[src/rtl/pipe_stage_reg.sv]
// pipe_stage_reg: configurable pipeline-boundary register.
// Carries a payload and a valid bit between two stages. The ctrl stall
// vector selects advance, hold or bubble; flush clears the stage. A carry
// side-channel keeps multi-cycle partial results alive across self-stalls,
// and two saturating counters track bubbles and hold runs.
`timescale 1ns/1ps

module pipe_stage_reg #(
  parameter int                       PAYLOAD_W   = 64,
  parameter int                       CARRY_W     = 66,
  parameter int                       STALL_W     = 6,
  parameter int                       STAGE       = 2,
  parameter int                       CNT_W       = 16,
  parameter logic [PAYLOAD_W-1:0]     NOP_PAYLOAD = '0
) (
  input  logic                 clk,
  input  logic                 rst,          // asynchronous, active-low
  input  logic [STALL_W-1:0]   stall,
  input  logic                 flush,
  input  logic                 in_valid,
  input  logic [PAYLOAD_W-1:0] in_payload,
  input  logic [CARRY_W-1:0]   carry_in,
  output logic                 out_valid,
  output logic [PAYLOAD_W-1:0] out_payload,
  output logic [CARRY_W-1:0]   carry_out,
  output logic [CNT_W-1:0]     bubble_cnt,
  output logic [CNT_W-1:0]     hold_run
);

  // The block reads stall[STAGE+1], so it must exist in the vector.
  generate
    if (STAGE + 1 >= STALL_W) begin : g_bad_stage
      $error("pipe_stage_reg: STAGE+1 must be less than STALL_W");
    end
  endgenerate

  localparam logic [CNT_W-1:0] CNT_MAX = {CNT_W{1'b1}};

  logic up;
  logic dn;
  assign up = stall[STAGE];
  assign dn = stall[STAGE+1];

  // Only two bits of the stall vector matter to this boundary.
  logic unused_stall;
  assign unused_stall = ^stall;

  logic                 valid_q,      valid_d;
  logic [PAYLOAD_W-1:0] payload_q,    payload_d;
  logic [CARRY_W-1:0]   carry_q,      carry_d;
  logic [CNT_W-1:0]     bubble_cnt_q, bubble_cnt_d;
  logic [CNT_W-1:0]     hold_run_q,   hold_run_d;

  // Next-state selection: flush > bubble > advance > hold.
  always_comb begin
    valid_d      = valid_q;
    payload_d    = payload_q;
    carry_d      = carry_q;
    bubble_cnt_d = bubble_cnt_q;
    hold_run_d   = hold_run_q;
    if (flush) begin
      // Bubble count is deliberately left alone: a flush is not a bubble.
      valid_d    = 1'b0;
      payload_d  = NOP_PAYLOAD;
      carry_d    = '0;
      hold_run_d = '0;
    end else if (up && !dn) begin
      // Upstream self-stalls: emit a NOP and latch its partial result.
      valid_d    = 1'b0;
      payload_d  = NOP_PAYLOAD;
      carry_d    = carry_in;
      hold_run_d = '0;
      if (bubble_cnt_q != CNT_MAX) begin
        bubble_cnt_d = bubble_cnt_q + 1'b1;
      end
    end else if (!up) begin
      // Advance; dn without up is treated as advance as well.
      valid_d    = in_valid;
      payload_d  = in_payload;
      carry_d    = '0;
      hold_run_d = '0;
    end else begin
      // Hold: contents frozen, only the run length moves.
      if (hold_run_q != CNT_MAX) begin
        hold_run_d = hold_run_q + 1'b1;
      end
    end
  end

  // State register with asynchronous active-low clear.
  always_ff @(posedge clk or negedge rst) begin
    if (!rst) begin
      valid_q      <= 1'b0;
      payload_q    <= NOP_PAYLOAD;
      carry_q      <= '0;
      bubble_cnt_q <= '0;
      hold_run_q   <= '0;
    end else begin
      valid_q      <= valid_d;
      payload_q    <= payload_d;
      carry_q      <= carry_d;
      bubble_cnt_q <= bubble_cnt_d;
      hold_run_q   <= hold_run_d;
    end
  end

  assign out_valid   = valid_q;
  assign out_payload = payload_q;
  assign carry_out   = carry_q;
  assign bubble_cnt  = bubble_cnt_q;
  assign hold_run    = hold_run_q;

endmodule

[config.mk]
export PLATFORM = sky130hd
export DESIGN_NAME = pipe_stage_reg
export DESIGN_NICKNAME = d
export VERILOG_FILES = /design/src/rtl/pipe_stage_reg.sv
export SDC_FILE = /design/constraint.sdc
export NUM_CORES = 1
export LEC_CHECK = 0
export CAP_MARGIN = 15
export CORE_ASPECT_RATIO = 0.7
export CORE_MARGIN = 8
export CORE_UTILIZATION = 44
export CTS_CLUSTER_DIAMETER = 200
export DETAILED_ROUTE_END_ITERATION = 12
export GPL_ROUTABILITY_DRIVEN = 1
export PLACE_DENSITY = 0.95
export RECOVER_POWER = 50
export SLEW_MARGIN = 20
export SYNTH_ARGS = -nofsm -noshare
export SYNTH_HDL_FRONTEND = slang
export SYNTH_SLANG_ARGS = --single-unit
[constraint.sdc]
create_clock -name clk -period 3.7 [get_ports clk]
set_clock_uncertainty 0.05 [all_clocks]
set_input_delay 0.37 -clock clk [delete_from_list [all_inputs] [get_ports clk]]
set_output_delay 0.37 -clock clk [all_outputs]
set_load 0.005 [all_outputs]
==> results.md <==
- STA puts the critical path data required time at 3.98 ns.
- The worst setup path is captured at a register.
- The TritonCTS sink count is 163.
- The mean number of vias per cell is 5.65.
- Along the worst hold path, the cell count comes to 1.
- The synthesized design contains 163 register bits.
- The final setup violation count is 0.
- The count of final max-slew check failures is 84.
- The class of the tightest hold or removal check is register to register.
- The final antenna-violating net count is 0.
- The floorplan step set the die width to 160 µm.
- In this run the post-CTS setup repair buffer count came out at 0.
- The number of port buffers is 298.
- The number of cells in the finished layout apart from fillers is 963.
- The post-route minimum period is 2.69 ns.
- The core region is 14000 µm².
- In the final layout, the share of cells above drive strength 1 is 0.0686.
- The cell area after placement is 9530 µm².
- The finished cells cover 10100 µm².
- The checks that failed: max-capacitance violations, max-slew violations.
- The signal on the critical path passes through dlygate4sd3_1, nor2_1, clkbuf_2, a22o_1.
- The number of placed instances, taps included, is 930.
- The start point of the worst hold path is out_payload[3]$_DFFE_PN0P_.
- The initial antenna violation count is 0.
- After synthesis, the largest family of logic cells by area is compound AO/OA/AOI/OAI gates.
- TritonCTS built the clock tree.
- The cell family contributing the most delay on the critical path is buffers and inverters.
- For this design the ratio of total power to cell area is 427 nW/µm².
- Of the total synthesized cell area, the portion taken by XOR and XNOR cells is 0.0179.
- The worst path arrival time is 2.98 ns.
- Measured against the total synthesized area, the mux share comes to 0.00177.
- Dividing the final minimum period by the clock period gives 0.728.
- Setup repair after global routing left no endpoint under its margin.
- The later-pin clock latency in the skew report is 0.41 ns.
- After detailed routing, the total wire length is 21500 µm.
- The number of synthesis warnings is 0.
- The starting utilization of the core area is 0.454.
- Counting cells, the worst reg-to-reg path comes to 5.
- The compound-cell area share of the yosys netlist is 0.216.
- For this run, the leading register cell type out of synthesis is dfrtp_1.
- On the final layout, the worst hold slack is 0.452 ns.
- The share of synthesized registers carrying an async set or reset is 1.00.
- The floorplan step set the die height to 117 µm.
- In the final design database the tool counted 902 nets.
- The number of buffer and inverter stages on the critical path is 2.
- Clock-pin slew was measured on the worst setup and hold paths at 0.07 ns.
- In the global route stage, overall resource usage came out at 0.228.
- From synthesis to final layout, the design area changed by 59.6%.
- The largest incremental delay on the critical path is 0.98 ns.
- The library cell contributing the largest single delay on the critical path is clkbuf_2.
- The congestion estimate from routability-driven global placement came to 0.932.
- The diode insertion count for antenna repair is 0.
- Of the post-synthesis cell area, the dominant cell type holds 0.641.
- The first global-routing pass estimated 33400 µm of wire.
- The peak supply drop is 0.342 mV.
- The routed layout has 5439 vias.
- For hold timing, the worst endpoint is out_payload[3]$_DFFE_PN0P_.
- At the pin with the least slew margin, the transition time is 2.09 ns.
- The H-tree generated during clock tree synthesis spans 4 levels.
- The cell at the root of the clock tree is clkbuf_16.
- For this run, the register share of the synthesized area comes to 0.641.
- The run finished, with violations left.
- Of the total synthesized cell area, the portion taken by AND, OR, NAND and NOR gates is 0.0946.
- The first detailed-routing pass ran for 5 iterations.
- The HPWL after detailed placement is 15800 µm.
- The synthesized area per cell is 13.5 µm².
- The worst slew slack as a fraction of its limit is -0.393.
- Derived from the worst setup path, the maximum achievable clock frequency is 371 MHz.
- In this run the critical register-to-register path is captured at hold_run[0]$_DFFE_PN0P_.
- The die covers 18600 µm².
- STA classifies the critical path startpoint as a primary input.
- Counting the fill cells in the layout gives 908.
- The cell taking the most area after synthesis is dfrtp_1.
- The remaining design rule violation count is 0.
- The count of different cell masters after synthesis is 47.
- The total global routing overflow is 0.
- In this run the deepest clock path goes through 2 buffers.
- Setup total negative slack on the finished layout was measured at 0 ns.
- The number of max-cap violations is 1.
- By area the synthesized netlist is led by dfrtp_1, a22o_1, clkbuf_1.
- The first-iteration detailed-routing DRC count is 483.
- The startpoint of the lowest-slack register-to-register path is hold_run[0]$_DFFE_PN0P_.
- Dividing the detail-routed wire length by the instance count gives 22.4 µm.
- Of all nets on the critical path, the largest fanout is 57.
- The top-level port count is 303.
- For this design the static power due to leakage is 4.64 nW.
- Entering global routing, the biggest net connects 85 pins.
- The post-synthesis cell area is 6360 µm².
- Clock tree synthesis inserted a total of 17 buffers.
- The final hold violation count is 0.
- The count of standard-cell rows is 36.
- The count of flip-flops with a built-in enable after synthesis is 0.
- Across all register-to-register paths, the minimum setup slack is 1.60 ns.
- The via count of the first global-routing pass came to 5835.
- The synthesized netlist net count is 612.
- The adder-cell share of the synthesized area is 0.00394.
- The type of the worst setup path is primary input to register.
- The instance count of the mapped netlist is 470.
## area by class of cell
class / instances / area [µm²] / share of cell area
sequential: 163 / 4080 / 0.402
timing repair buffer: 306 / 3060 / 0.302
multi-input combinational: 271 / 2140 / 0.211
clock buffer: 22 / 484 / 0.0477
tap: 190 / 238 / 0.0234
clock inverter: 10 / 145 / 0.0143
inverter: 1 / 3.75 / 0.000370
## cell families (layout without fill, tap and decap cells)
family          count (synthesis)  in the layout
compound gates                166            166
flops                         163            163
simple gates                   89             89
buf+inv                        36            339
xor+xnor                       13             13
fa+ha+maj                       2              2
mux                             1              1
## worst max-delay path by stage
stage | cells past startpoint | from | endpoint
2_1_floorplan | 6 | bubble_cnt[0]$_DFFE_PN0P_ | bubble_cnt[7]$_DFFE_PN0P_
3_3_place_gp | 4 | flush | out_payload[1]$_DFFE_PN0P_
3_5_place_dp | 4 | flush | out_payload[23]$_DFFE_PN0P_
4_1_cts | 4 | flush | out_payload[32]$_DFFE_PN0P_
5_1_grt | 3 | rst | out_payload[55]$_DFFE_PN0P_
6_report | 4 | flush | out_payload[32]$_DFFE_PN0P_
## layout by cell type (no fill, tap or decap), types with 3 or more instances in the layout
cell type / Yosys / layout
a2111o_1: 4 / 4
a21oi_1: 12 / 12
a22o_1: 131 / 131
and3_1: 4 / 4
buf_4: 1 / 4
bufinv_16: 0 / 3
clkbuf_16: 0 / 17
clkbuf_8: 0 / 4
clkdlybuf4s50_1: 0 / 231
dfrtp_1: 163 / 163
dlygate4sd3_1: 0 / 67
inv_6: 0 / 3
nand2_1: 15 / 15
nand3_1: 16 / 16
nand4_1: 8 / 8
nor2_1: 5 / 5
nor3_1: 8 / 8
nor4_1: 4 / 4
nor4_4: 3 / 3
o21ai_0: 8 / 8
o31ai_1: 4 / 4
or4_1: 4 / 4
xnor2_1: 7 / 7
xor2_1: 6 / 6
## cell usage after synthesis (3+ instances only)
cell type and count:
buf_2 4, a2111o_1 4, dfrtp_1 163, and3_1 4, nor2_1 5, o31ai_1 4
xnor2_1 7, o21ai_0 8, nand4_1 8, a22o_1 131, nand2_1 15, xor2_1 6
nand3_1 16, clkbuf_1 26, nor4_1 4, nor3_1 8, buf_1 3, or4_1 4
nor4_4 3, a21oi_1 12
## layer usage
layer	vias to the layer above	wire [µm]	GRT usage
met5	-	0	0
li1	2402	-	-
met1	2722	8860	0.274
met4	0	556	0.0864
met2	284	10500	0.379
met3	31	1630	0.0750
## state kept, by name (all words and copies together) (netlist names)
| signal | flops |
|---|---|
| out_valid | 1 |
| out_payload | 64 |
| hold_run | 16 |
| carry_out | 66 |
| bubble_cnt | 16 |
## worst reg2reg max path, cell delays in order, from the launching register on
cell and delay [ns]:
dfrtp_1 0.40, ha_1 0.29, inv_1 0.16, nor4_4 0.69, a21boi_0 0.23, nor3_1 0.21
## power breakdown
part / switching, W / leakage (nW) / total, W / internal, W
registers: 0.0000777 / 2.21 / 0.00195 / 0.00187
logic: 0.000198 / 2.12 / 0.000526 / 0.000328
clock network: 0.000722 / 0.304 / 0.00186 / 0.00114
## stage by stage
| step | utilization | power [W] | setup slack [ns] |
|---|---|---|---|
| 5_1_grt | 0.725 | 0.00450 | 0.876 |
| 6_report | 0.725 | 0.00434 | 1.01 |
| 4_1_cts | 0.726 | 0.00439 | 1.56 |
| 3_3_place_gp | 0.680 | 0.00249 | 1.25 |
| 2_1_floorplan | - | 0.00210 | 1.89 |
| 3_5_place_dp | 0.680 | 0.00252 | 1.15 |
## timing repair
| action | CTS | global route |
|---|---|---|
| resized for setup | 0 | 0 |
| endpoints found under the setup margin | 0 | 0 |
| hold buffers | 1 | 0 |
| endpoints found under the hold margin | 39 | 0 |
Power figures use the tool's default switching activity.
